File: config.mk
export PLATFORM = sky130hd
export DESIGN_NAME = q2_disp_io
export DESIGN_NICKNAME = d
export VERILOG_FILES = /design/src/rtl/q2_io_pkg.sv /design/src/rtl/q2_char_ram.sv /design/src/rtl/q2_disp_io.sv
export SDC_FILE = /design/constraint.sdc
export NUM_CORES = 1
export LEC_CHECK = 0
export CORE_MARGIN = 4
export CORE_UTILIZATION = 55
export CTS_BUF_LIST = sky130_fd_sc_hd__clkbuf_16
export DETAILED_ROUTE_END_ITERATION = 8
export GPL_TIMING_DRIVEN = 1
export HOLD_SLACK_MARGIN = 0.08
export PLACE_DENSITY = 0.71
export SYNTH_ARGS = -nofsm -noshare
export SYNTH_HDL_FRONTEND = slang
export SYNTH_SLANG_ARGS = --single-unit
export TNS_END_PERCENT = 100
File: constraint.sdc
create_clock -name clk -period 5.2 [get_ports clk]
set_input_delay 0.78 -clock clk [delete_from_list [all_inputs] [get_ports clk]]
set_output_delay 0.78 -clock clk [all_outputs]
set_load 0.02 [all_outputs]
File: src/rtl/q2_io_pkg.sv
// q2_io_pkg
//   Shared constants for the q2 display/keypad I/O block: default decoded
//   I/O address, command bit positions inside the write word, default clear
//   character and the clear-engine state encoding.
package q2_io_pkg;

    localparam logic [11:0] IO_ADDR_DFLT = 12'hFFF;
    localparam logic [7:0]  FILL_DFLT    = 8'h20;

    // Bit positions inside a write word
    localparam int CMD_BIT     = 8;    // 0: character, 1: command
    localparam int SETADDR_BIT = 7;    // command: set cursor
    localparam int CLR_BIT     = 0;    // command (SETADDR_BIT=0): start clear

    typedef enum logic {
        ST_IDLE  = 1'b0,
        ST_CLEAR = 1'b1
    } clr_state_e;

endpackage

File: src/rtl/q2_char_ram.sv
// q2_char_ram
//   Simple dual-port character RAM, 8-bit data, registered read.
//   A read and a write to the same address on the same edge return the
//   old contents.
// Ports:
//   clk      in   clock, rising edge
//   rst      in   synchronous active-high reset (read register only)
//   we_i     in   write enable
//   waddr_i  in   write address
//   wdata_i  in   write data
//   raddr_i  in   read address
//   rdata_o  out  registered read data
module q2_char_ram #(
    parameter int ABITS = 7
) (
    input  logic             clk,
    input  logic             rst,
    input  logic             we_i,
    input  logic [ABITS-1:0] waddr_i,
    input  logic [7:0]       wdata_i,
    input  logic [ABITS-1:0] raddr_i,
    output logic [7:0]       rdata_o
);

    logic [7:0] mem_q [2**ABITS];
    logic [7:0] rdata_q;

    always_ff @(posedge clk) begin
        if (we_i) begin
            mem_q[waddr_i] <= wdata_i;
        end
    end

    always_ff @(posedge clk) begin
        if (rst) begin
            rdata_q <= '0;
        end else begin
            rdata_q <= mem_q[raddr_i];
        end
    end

    assign rdata_o = rdata_q;

endmodule

File: src/rtl/q2_disp_io.sv
// q2_disp_io
//   Memory-mapped character display and keypad peripheral on the q2 bus.
//   Writes to IO_ADDR carry characters (stored at the cursor) or commands
//   (set cursor, clear). Reads from IO_ADDR return the inverted synchronised
//   keypad in the low bits and ~busy in the MSB; every other bit reads 1.
// Ports:
//   clk        in   clock, rising edge
//   rst        in   synchronous active-high reset
//   abus       in   CPU address
//   din        in   CPU write data
//   dout       out  read data, 0 unless rdm and address hit
//   wrm        in   write strobe (level, acts once per high run)
//   rdm        in   read strobe
//   keys       in   raw keypad, active-high, asynchronous
//   scan_addr  in   display-driver read address
//   scan_char  out  character at scan_addr, one cycle latency
//   cursor     out  current write position
//   busy       out  clear in progress
//
// Clear engine states:
//   state    | meaning
//   ST_IDLE  | accepting CPU writes
//   ST_CLEAR | writing FILL to every RAM location, CPU writes dropped
module q2_disp_io
    import q2_io_pkg::*;
#(
    parameter int             DW       = 12,
    parameter int             AW       = 12,
    parameter logic [AW-1:0]  IO_ADDR  = AW'(IO_ADDR_DFLT),
    parameter int             CUR_BITS = 7,
    parameter int             KEYS     = 4,
    parameter logic [7:0]     FILL     = FILL_DFLT
) (
    input  logic                clk,
    input  logic                rst,
    input  logic [AW-1:0]       abus,
    input  logic [DW-1:0]       din,
    output logic [DW-1:0]       dout,
    input  logic                wrm,
    input  logic                rdm,
    input  logic [KEYS-1:0]     keys,
    input  logic [CUR_BITS-1:0] scan_addr,
    output logic [7:0]          scan_char,
    output logic [CUR_BITS-1:0] cursor,
    output logic                busy
);

    clr_state_e          state_q;
    logic [CUR_BITS-1:0] cnt_q;
    logic [CUR_BITS-1:0] cursor_q, cursor_d;
    logic                wrm_q;
    logic [KEYS-1:0]     keys_s1_q, keys_s2_q;

    logic                hit;
    logic                wr_acc;
    logic                cmd_char, cmd_set, cmd_clr;
    logic                clearing, clear_last;
    logic                ram_we;
    logic [CUR_BITS-1:0] ram_waddr;
    logic [7:0]          ram_wdata;
    logic                unused_din;

    assign hit      = (abus == IO_ADDR);
    assign clearing = (state_q == ST_CLEAR);
    assign clear_last = clearing && (cnt_q == '1);

    // Rising edge of the strobe only; anything arriving mid-clear is lost.
    assign wr_acc   = wrm && !wrm_q && hit && !clearing;
    assign cmd_char = wr_acc && !din[CMD_BIT];
    assign cmd_set  = wr_acc && din[CMD_BIT] && din[SETADDR_BIT];
    assign cmd_clr  = wr_acc && din[CMD_BIT] && !din[SETADDR_BIT] && din[CLR_BIT];

    assign unused_din = ^din[DW-1:CMD_BIT+1];

    always_ff @(posedge clk) begin
        if (rst) begin
            wrm_q     <= 1'b0;
            keys_s1_q <= '0;
            keys_s2_q <= '0;
        end else begin
            wrm_q     <= wrm;
            keys_s1_q <= keys;
            keys_s2_q <= keys_s1_q;
        end
    end

    // Reset lands in ST_CLEAR so the RAM is always initialised to FILL.
    always_ff @(posedge clk) begin
        if (rst) begin
            state_q <= ST_CLEAR;
            cnt_q   <= '0;
        end else begin
            case (state_q)
                ST_IDLE: begin
                    if (cmd_clr) begin
                        state_q <= ST_CLEAR;
                        cnt_q   <= '0;
                    end
                end
                ST_CLEAR: begin
                    cnt_q <= cnt_q + 1'b1;
                    if (clear_last) begin
                        state_q <= ST_IDLE;
                    end
                end
                default: state_q <= ST_IDLE;
            endcase
        end
    end

    always_comb begin
        cursor_d = cursor_q;
        if (clear_last) begin
            cursor_d = '0;
        end else if (cmd_char) begin
            cursor_d = cursor_q + 1'b1;
        end else if (cmd_set) begin
            cursor_d = din[CUR_BITS-1:0];
        end
    end

    always_ff @(posedge clk) begin
        if (rst) begin
            cursor_q <= '0;
        end else begin
            cursor_q <= cursor_d;
        end
    end

    assign ram_we    = clearing || cmd_char;
    assign ram_waddr = clearing ? cnt_q : cursor_q;
    assign ram_wdata = clearing ? FILL : din[7:0];

    q2_char_ram #(
        .ABITS (CUR_BITS)
    ) u_ram (
        .clk     (clk),
        .rst     (rst),
        .we_i    (ram_we),
        .waddr_i (ram_waddr),
        .wdata_i (ram_wdata),
        .raddr_i (scan_addr),
        .rdata_o (scan_char)
    );

    always_comb begin
        dout = '0;
        if (rdm && hit) begin
            dout             = '1;
            dout[KEYS-1:0]   = ~keys_s2_q;
            dout[DW-1]       = ~clearing;
        end
    end

    assign cursor = cursor_q;
    assign busy   = clearing;

endmodule

==> results of run 1 <==
flip-flops by register name, summed over array words and instances (netlist names):
name and count:
busy 1, keys_s1_q 4, cnt_q 7, wrm_q 1, keys_s2_q 4, u_ram.mem_q 1024
cursor 7, u_ram.rdata_o 8
placed cells by master, fill, tap and decap left out, types with 5 or more instances in the layout:
cell                n
nand3_1            19
nor2_1            150
clkbuf_16         104
clkinv_2           26
nand3_4             7
a31oi_1             8
a221oi_1           22
o211ai_1            8
nand3b_1            7
buf_12              7
a41o_1              7
nor2b_1            19
mux2i_1           115
nand2b_1            6
dfxtp_1            31
a22oi_1            82
o21ai_0            33
mux2_2              5
clkdlybuf4s50_1    59
a21oi_1            45
bufinv_16           6
o31ai_1             5
o22a_1              7
buf_4              44
clkinv_1           18
edfxtp_1         1024
nand2_1            70
inv_1              30
mux4_2            209
nand4_1            17
nor2b_4             7
worst paths after layout:
check | endpoint | from | depth (start not counted)
setup / recovery | u_ram.mem_q[111][2] | busy | 4
setup reg to reg | u_ram.mem_q[111][2] | busy | 4
hold reg to reg | keys_s2_q[2] | keys_s1_q[2] | 1
hold / removal | keys_s2_q[2] | keys_s1_q[2] | 1
report_power, final:
group / switching (W) / leakage, nW / internal (W)
combinational: 0.000413 / 3.54 / 0.000286
clock: 0.00304 / 1.65 / 0.00391
sequential: 0.0000110 / 9.67 / 0.00922
through the flow:
| step | util (%) | instances |
|---|---|---|
| 2_1_floorplan | - | 2094 |
| 3_3_place_gp | 57.8 | 3055 |
| 3_5_place_dp | 57.8 | 3055 |
| 4_1_cts | 62.0 | 3240 |
| 5_1_grt | 62.0 | 3241 |
| 6_report | 62.0 | 3243 |
cell families (layout without fill, tap and decap cells):
family	count (synthesis)	count (layout)
xor+xnor	1	1
mux	330	330
buf+inv	128	306
simple gates	336	336
flops	1056	1056
fa+ha+maj	2	2
compound gates	241	241
other cells	0	2
Yosys cell counts, types with 10 or more instances:
cell type / instances
dfxtp_1: 32
nor2b_1: 28
o21ai_0: 33
nand2_1: 70
clkbuf_1: 30
nand4_1: 17
mux4_2: 209
buf_2: 35
a221oi_1: 22
nor2_1: 152
edfxtp_1: 1024
buf_6: 24
a22oi_1: 82
a21oi_1: 45
nand3_1: 19
buf_1: 10
buf_4: 22
mux2i_1: 115
worst register-to-register path: cells and delay by family, from the launching register on:
kind / cells / cell delay (ns)
compound gates: 1 / 1.22
flops: 1 / 0.31
simple gates: 2 / 1.41
buf+inv: 1 / 0.30
routing by layer:
layer | up-vias | global-route usage (%) | wire, µm
met1 | 10800 | 33.7 | 36700
met3 | 150 | 6.17 | 9470
li1 | 8812 | - | -
met5 | - | 0 | 8
met2 | 1060 | 36.3 | 44400
met4 | 2 | 7.14 | 2440
layout make-up:
class	instances	area, µm²	share of cell area, %
well taps	969	1210	2.62
repair buffers	115	1110	2.40
flip-flops and latches	1056	31400	67.9
clock buffers	104	2600	5.63
multi-input cells	910	9360	20.2
inverters	6	22.5	0.0487
diodes	2	5.00	0.0108
clock inverters	81	533	1.15
==> flow_metrics.py, run 1 <==
metrics = {
    "critical_path": {
        "critPathMaxFanout": 48,
        "reg2reg_setup_slack_ns": 1.58,
        "cp_top_family": "simple AND/OR/NAND/NOR gates",
        "arrival_ns": 3.89,
        "slowest_stage": "o21ai_0",
        "critical_path_class": "flip-flop to flip-flop",
        "start_kind": "flip-flop",
        "crit_chain": "buf_4 -> o21ai_0 -> nand2_1 -> nor2_1",
        "cp.required_ns": 5.47,
        "slowest_delay_ns": 1.21,
        "critPathBufInv": 1,
        "crit_path_end_kind": "flip-flop",
    },
    "route": {
        "ant_nets": 0,
        "drt-wirelength-per-cell_um": 28.7,
        "dr.pass1.iters": 6,
        "vias": 20800,
        "drc": 0,
        "drt-initial-drc-count": 2450,
        "viasPerCell": 6.42,
        "drt-total-wl_mm": 93.0,
    },
    "power": {
        "power_w": 0.0169,
        "ir_worst_vdd_mv": 0.234,
        "powerDensity_mw_per_mm2": 365,
        "p_leak_nw": 14.9,
    },
    "yosys": {
        "synth_edf_count": 1024,
        "yosysTopAreaCell": "edfxtp_1",
        "synthTopCellsByArea": "edfxtp_1, mux4_2, mux2i_1",
        "yosys.area_share.simple_pct": 3.96,
        "muxShareOfSynthArea_pct": 14.3,
        "yosysSeqAreaShare_pct": 75.7,
        "synth_ff_type": "edfxtp_1",
        "synth_top_family_by_area": "multiplexers",
        "synth-compound-area-share_pct": 4.07,
        "ys_warn_count": 0,
        "synth_top_area_share_pct": 74.1,
        "syn_area_per_cell_um2": 19.8,
        "synth_cell_types": 62,
        "synth_nets": 2135,
        "synth-adder-area-share_pct": 0.0603,
        "synthArstFlopShare_pct": 0,
        "syn_inst": 2094,
        "yosys_register_bits": 1056,
        "syn_area_mm2": 0.0415,
        "synth-xor-area-share_pct": 0.0211,
    },
    "sta": {
        "period_share_pct": 69.6,
        "fmax_ghz": 0.276,
        "final.setup.tns_ns": 0,
        "rsz0062_at_grt": "false",
        "finalWorstSetupSlack_ns": 1.58,
        "whs_ns": 0.440,
        "hold_viol_final": 0,
        "layout_min_cycle_time_ns": 3.62,
        "finalClockSkew_ns": 0.0252,
        "drv_slew": 0,
        "slew_headroom_pct": 0.258,
        "worst_pin_slew_ns": 1.48,
        "setup_viol": 0,
    },
    "job": {
        "cap_violations": 1,
    },
    "status": {
        "violations": "max-capacitance violations",
        "status": "complete, but fails checks",
    },
    "global_route": {
        "antenna_found_initial": 4,
        "track_usage_pct": 23.5,
        "grt_max_degree": 129,
        "grt_remaining_overflow": 0,
        "grt_pass1_wl_mm": 137,
        "grt_pass1_vias": 20800,
    },
    "clock_network": {
        "cts_tree": "done",
        "cts_resized": 0,
        "path_clk_slew_ns": 0.06,
        "clock-sinks": 1056,
        "post_cts_buffers": 0,
        "root_buffer": "clkbuf_16",
        "clk_path_buf_depth": 3,
        "hold_buffers": 0,
        "clock_latency_ns": 0.66,
        "htree_levels": 3,
        "numCtsBuffers": 102,
    },
    "layout": {
        "area_delta_synth_final_pct": 11.5,
        "nFillCells": 5130,
        "design_area_mm2": 0.0462,
        "finalNetCount": 2232,
        "drive_gt1_share_pct": 19.7,
    },
    "placed_design": {
        "dp_hpwl_mm": 56.3,
        "dpl_cell_area_mm2": 0.0431,
        "place_ws_ns": 1.07,
        "io_buffers": 63,
        "place.gp.congestion": 0.844,
    },
    "hold_path": {
        "hold_path_class": "flip-flop to flip-flop",
    },
    "die": {
        "fp-row-count": 100,
        "fp.dieH_um": 283,
        "core_area_mm2": 0.0746,
        "initial_utilization_pct": 55.6,
        "io_pins": 67,
        "die-area_mm2": 0.0799,
        "die_w_um": 283,
    },
}
Note: power is estimated with default switching activity, not from simulation.
==> run 2, diff against run 1 <==
--- a/config.mk
+++ b/config.mk
@@ -11,7 +11,7 @@
 export DETAILED_ROUTE_END_ITERATION = 8
 export GPL_TIMING_DRIVEN = 1
 export HOLD_SLACK_MARGIN = 0.08
-export PLACE_DENSITY = 0.71
+export PLACE_DENSITY = 0.74
 export SYNTH_ARGS = -nofsm -noshare
 export SYNTH_HDL_FRONTEND = slang
 export SYNTH_SLANG_ARGS = --single-unit
==> constraint.sdc (replaced) <==
create_clock -name clk -period 3.2 [get_ports clk]
set_input_delay 0.48 -clock clk [delete_from_list [all_inputs] [get_ports clk]]
set_output_delay 0.48 -clock clk [all_outputs]
set_load 0.02 [all_outputs]
==> run 2 against run 1 <==
The flow now finishes without violations. Total power up 62%. Clock power up 60%. Register-to-register slack worse by 1.0 ns. Design area up 3.9%. Via count up 5.5%. Sequential share of layout area down 2.5 points. Routed wire length up 4.0%. Sequential power up 63%. Sequential cell count unchanged. Combinational power up 79%. Count of clock-buffer cells in the layout down 1.
==> flow_metrics.py, run 2 (same netlist as run 1, synthesis figures left out) <==
metrics = {
    "layout": {
        "mostFrequentLayoutCell": "edfxtp_1",
        "design_area_mm2": 0.0480,
        "area_delta_synth_final_pct": 15.8,
        "num_antenna_cells": 0,
        "regMostFlops": "u_ram.mem_q",
        "mostFrequentLayoutCells": "edfxtp_1, buf_4, mux4_2",
        "finalNetCount": 2440,
        "largest_reg_flops": 1024,
        "drive_gt1_share_pct": 25.8,
    },
    "clock_network": {
        "cts_resized": 0,
        "root_buffer": "clkbuf_16",
        "hold_buffers": 0,
        "path_clk_slew_ns": 0.06,
        "numCtsBuffers": 102,
        "htree_levels": 3,
        "clk_path_buf_depth": 3,
        "cts_tree": "done",
        "post_cts_buffers": 0,
        "clock_latency_ns": 0.65,
        "clock-sinks": 1056,
    },
    "sta": {
        "finalClockSkew_ns": 0.0228,
        "slew_headroom_pct": 25.3,
        "fmax_ghz": 0.349,
        "whs_ns": 0.401,
        "layout_min_cycle_time_ns": 2.87,
        "rsz0062_at_grt": "false",
        "hold_viol_final": 0,
        "worst_pin_slew_ns": 1.12,
        "setup_viol": 0,
        "period_share_pct": 89.6,
        "finalWorstSetupSlack_ns": 0.332,
        "drv_slew": 0,
    },
    "critical_path": {
        "start_kind": "input port",
        "critPathMaxFanout": 7,
        "crit_path_end_kind": "output pin",
        "arrival_ns": 2.39,
        "critical_path_class": "input port to output pin",
        "cp.required_ns": 2.72,
    },
    "die": {
        "initial_utilization_pct": 55.6,
        "io_pins": 67,
        "die_w_um": 283,
        "fp.dieH_um": 283,
        "die-area_mm2": 0.0799,
        "core_area_mm2": 0.0746,
        "fp-row-count": 100,
    },
    "power": {
        "powerDensity_mw_per_mm2": 569,
        "intPower_w": 0.0217,
        "seq_power_share_pct": 54.9,
        "netSwitchingFraction_pct": 20.4,
        "power_w": 0.0273,
        "p_leak_nw": 16.0,
        "ir_worst_vdd_mv": 0.388,
        "clkPwrFrac_pct": 40.5,
        "p_sw_w": 0.00559,
        "combPwrFrac_pct": 4.6,
    },
    "placed_design": {
        "place_ws_ns": 0.162,
        "io_buffers": 63,
        "dp_hpwl_mm": 58.7,
        "dpl_cell_area_mm2": 0.0450,
        "place.gp.congestion": 0.843,
    },
    "global_route": {
        "grt_pass1_wl_mm": 144,
        "track_usage_pct": 24.6,
        "antenna_found_initial": 2,
        "grt_remaining_overflow": 0,
        "grt_pass1_vias": 22400,
        "grt_max_degree": 129,
    },
    "status": {
        "status": "complete, no violations",
    },
    "route": {
        "ant_nets": 0,
        "drc": 0,
        "dr.pass1.iters": 6,
        "drt-wirelength-per-cell_um": 28.1,
        "drt-initial-drc-count": 2702,
        "viasPerCell": 6.38,
        "drt-total-wl_mm": 96.7,
        "vias": 22000,
    },
    "job": {
        "cap_violations": 0,
    },
    "hold_path": {
        "hold_path_class": "input port to flip-flop",
    },
}
run 2: cell count changes in the layout (fill, tap and decap cells not counted), sizes merged:
cell / change
buf: +209
clkinv: -7
inv: +4
clkbuf: -2
diode: -2
bufinv: -1
clkinvlp: +1
run 2: metal layers:
| layer | part of all wire [%] | routed length [µm] | track usage [%] | up-vias |
|---|---|---|---|---|
| met3 | 9.5 | 9180 | 4.74 | 187 |
| met1 | 39 | 37700 | 34.9 | 11300 |
| met5 | 0.012 | 12 | 0 | - |
| met2 | 48 | 46700 | 39.5 | 1228 |
| met4 | 3.2 | 3100 | 7.96 | 2 |
| li1 | - | - | - | 9237 |
run 2: power groups by stage:
stage	Clock, W	Sequential, W	Combinational (W)
floorplan	0	0.0153	0.000751
global placement	0	0.0153	0.00122
detailed placement	0	0.0153	0.00124
CTS	0.0112	0.0150	0.00125
global route	0.0118	0.0150	0.00131
finish	0.0111	0.0150	0.00125
run 2: path summary, 6_finish.rpt:
check                    start            endpoint  slack, ns  cells after the start
setup / recovery      abus[10]            dout[10]       0.33                      6
hold / removal         keys[3]        keys_s1_q[3]       0.40                      2
setup reg to reg          busy  u_ram.mem_q[64][5]       0.54                      6
hold reg to reg   keys_s1_q[1]        keys_s2_q[1]       0.44                      1
run 2: stage by stage:
stage	cells	setup TNS (ns)	util, %
after floorplan	2094	-159.28	-
after global placement	3264	0	60.3
after detailed placement	3264	0	60.3
after CTS	3445	0	64.4
after global routing	3445	0	64.4
final	3445	0	64.4
run 2: cell type report:
type | instances | area [µm²]
clock inverters | 78 | 475
well taps | 969 | 1210
repair buffers | 323 | 3000
flip-flops and latches | 1056 | 31400
clock buffers | 103 | 2580
fillers | 4836 | 26500
multi-input cells | 910 | 9360
inverters | 6 | 22.5
run 2: critical path: stages:
cell and delay [ns]:
clkdlybuf4s50_1 0.46, nand4_1 0.16, nor3_1 0.24, nand2_1 0.19, inv_1 0.21, clkdlybuf4s50_1 0.65
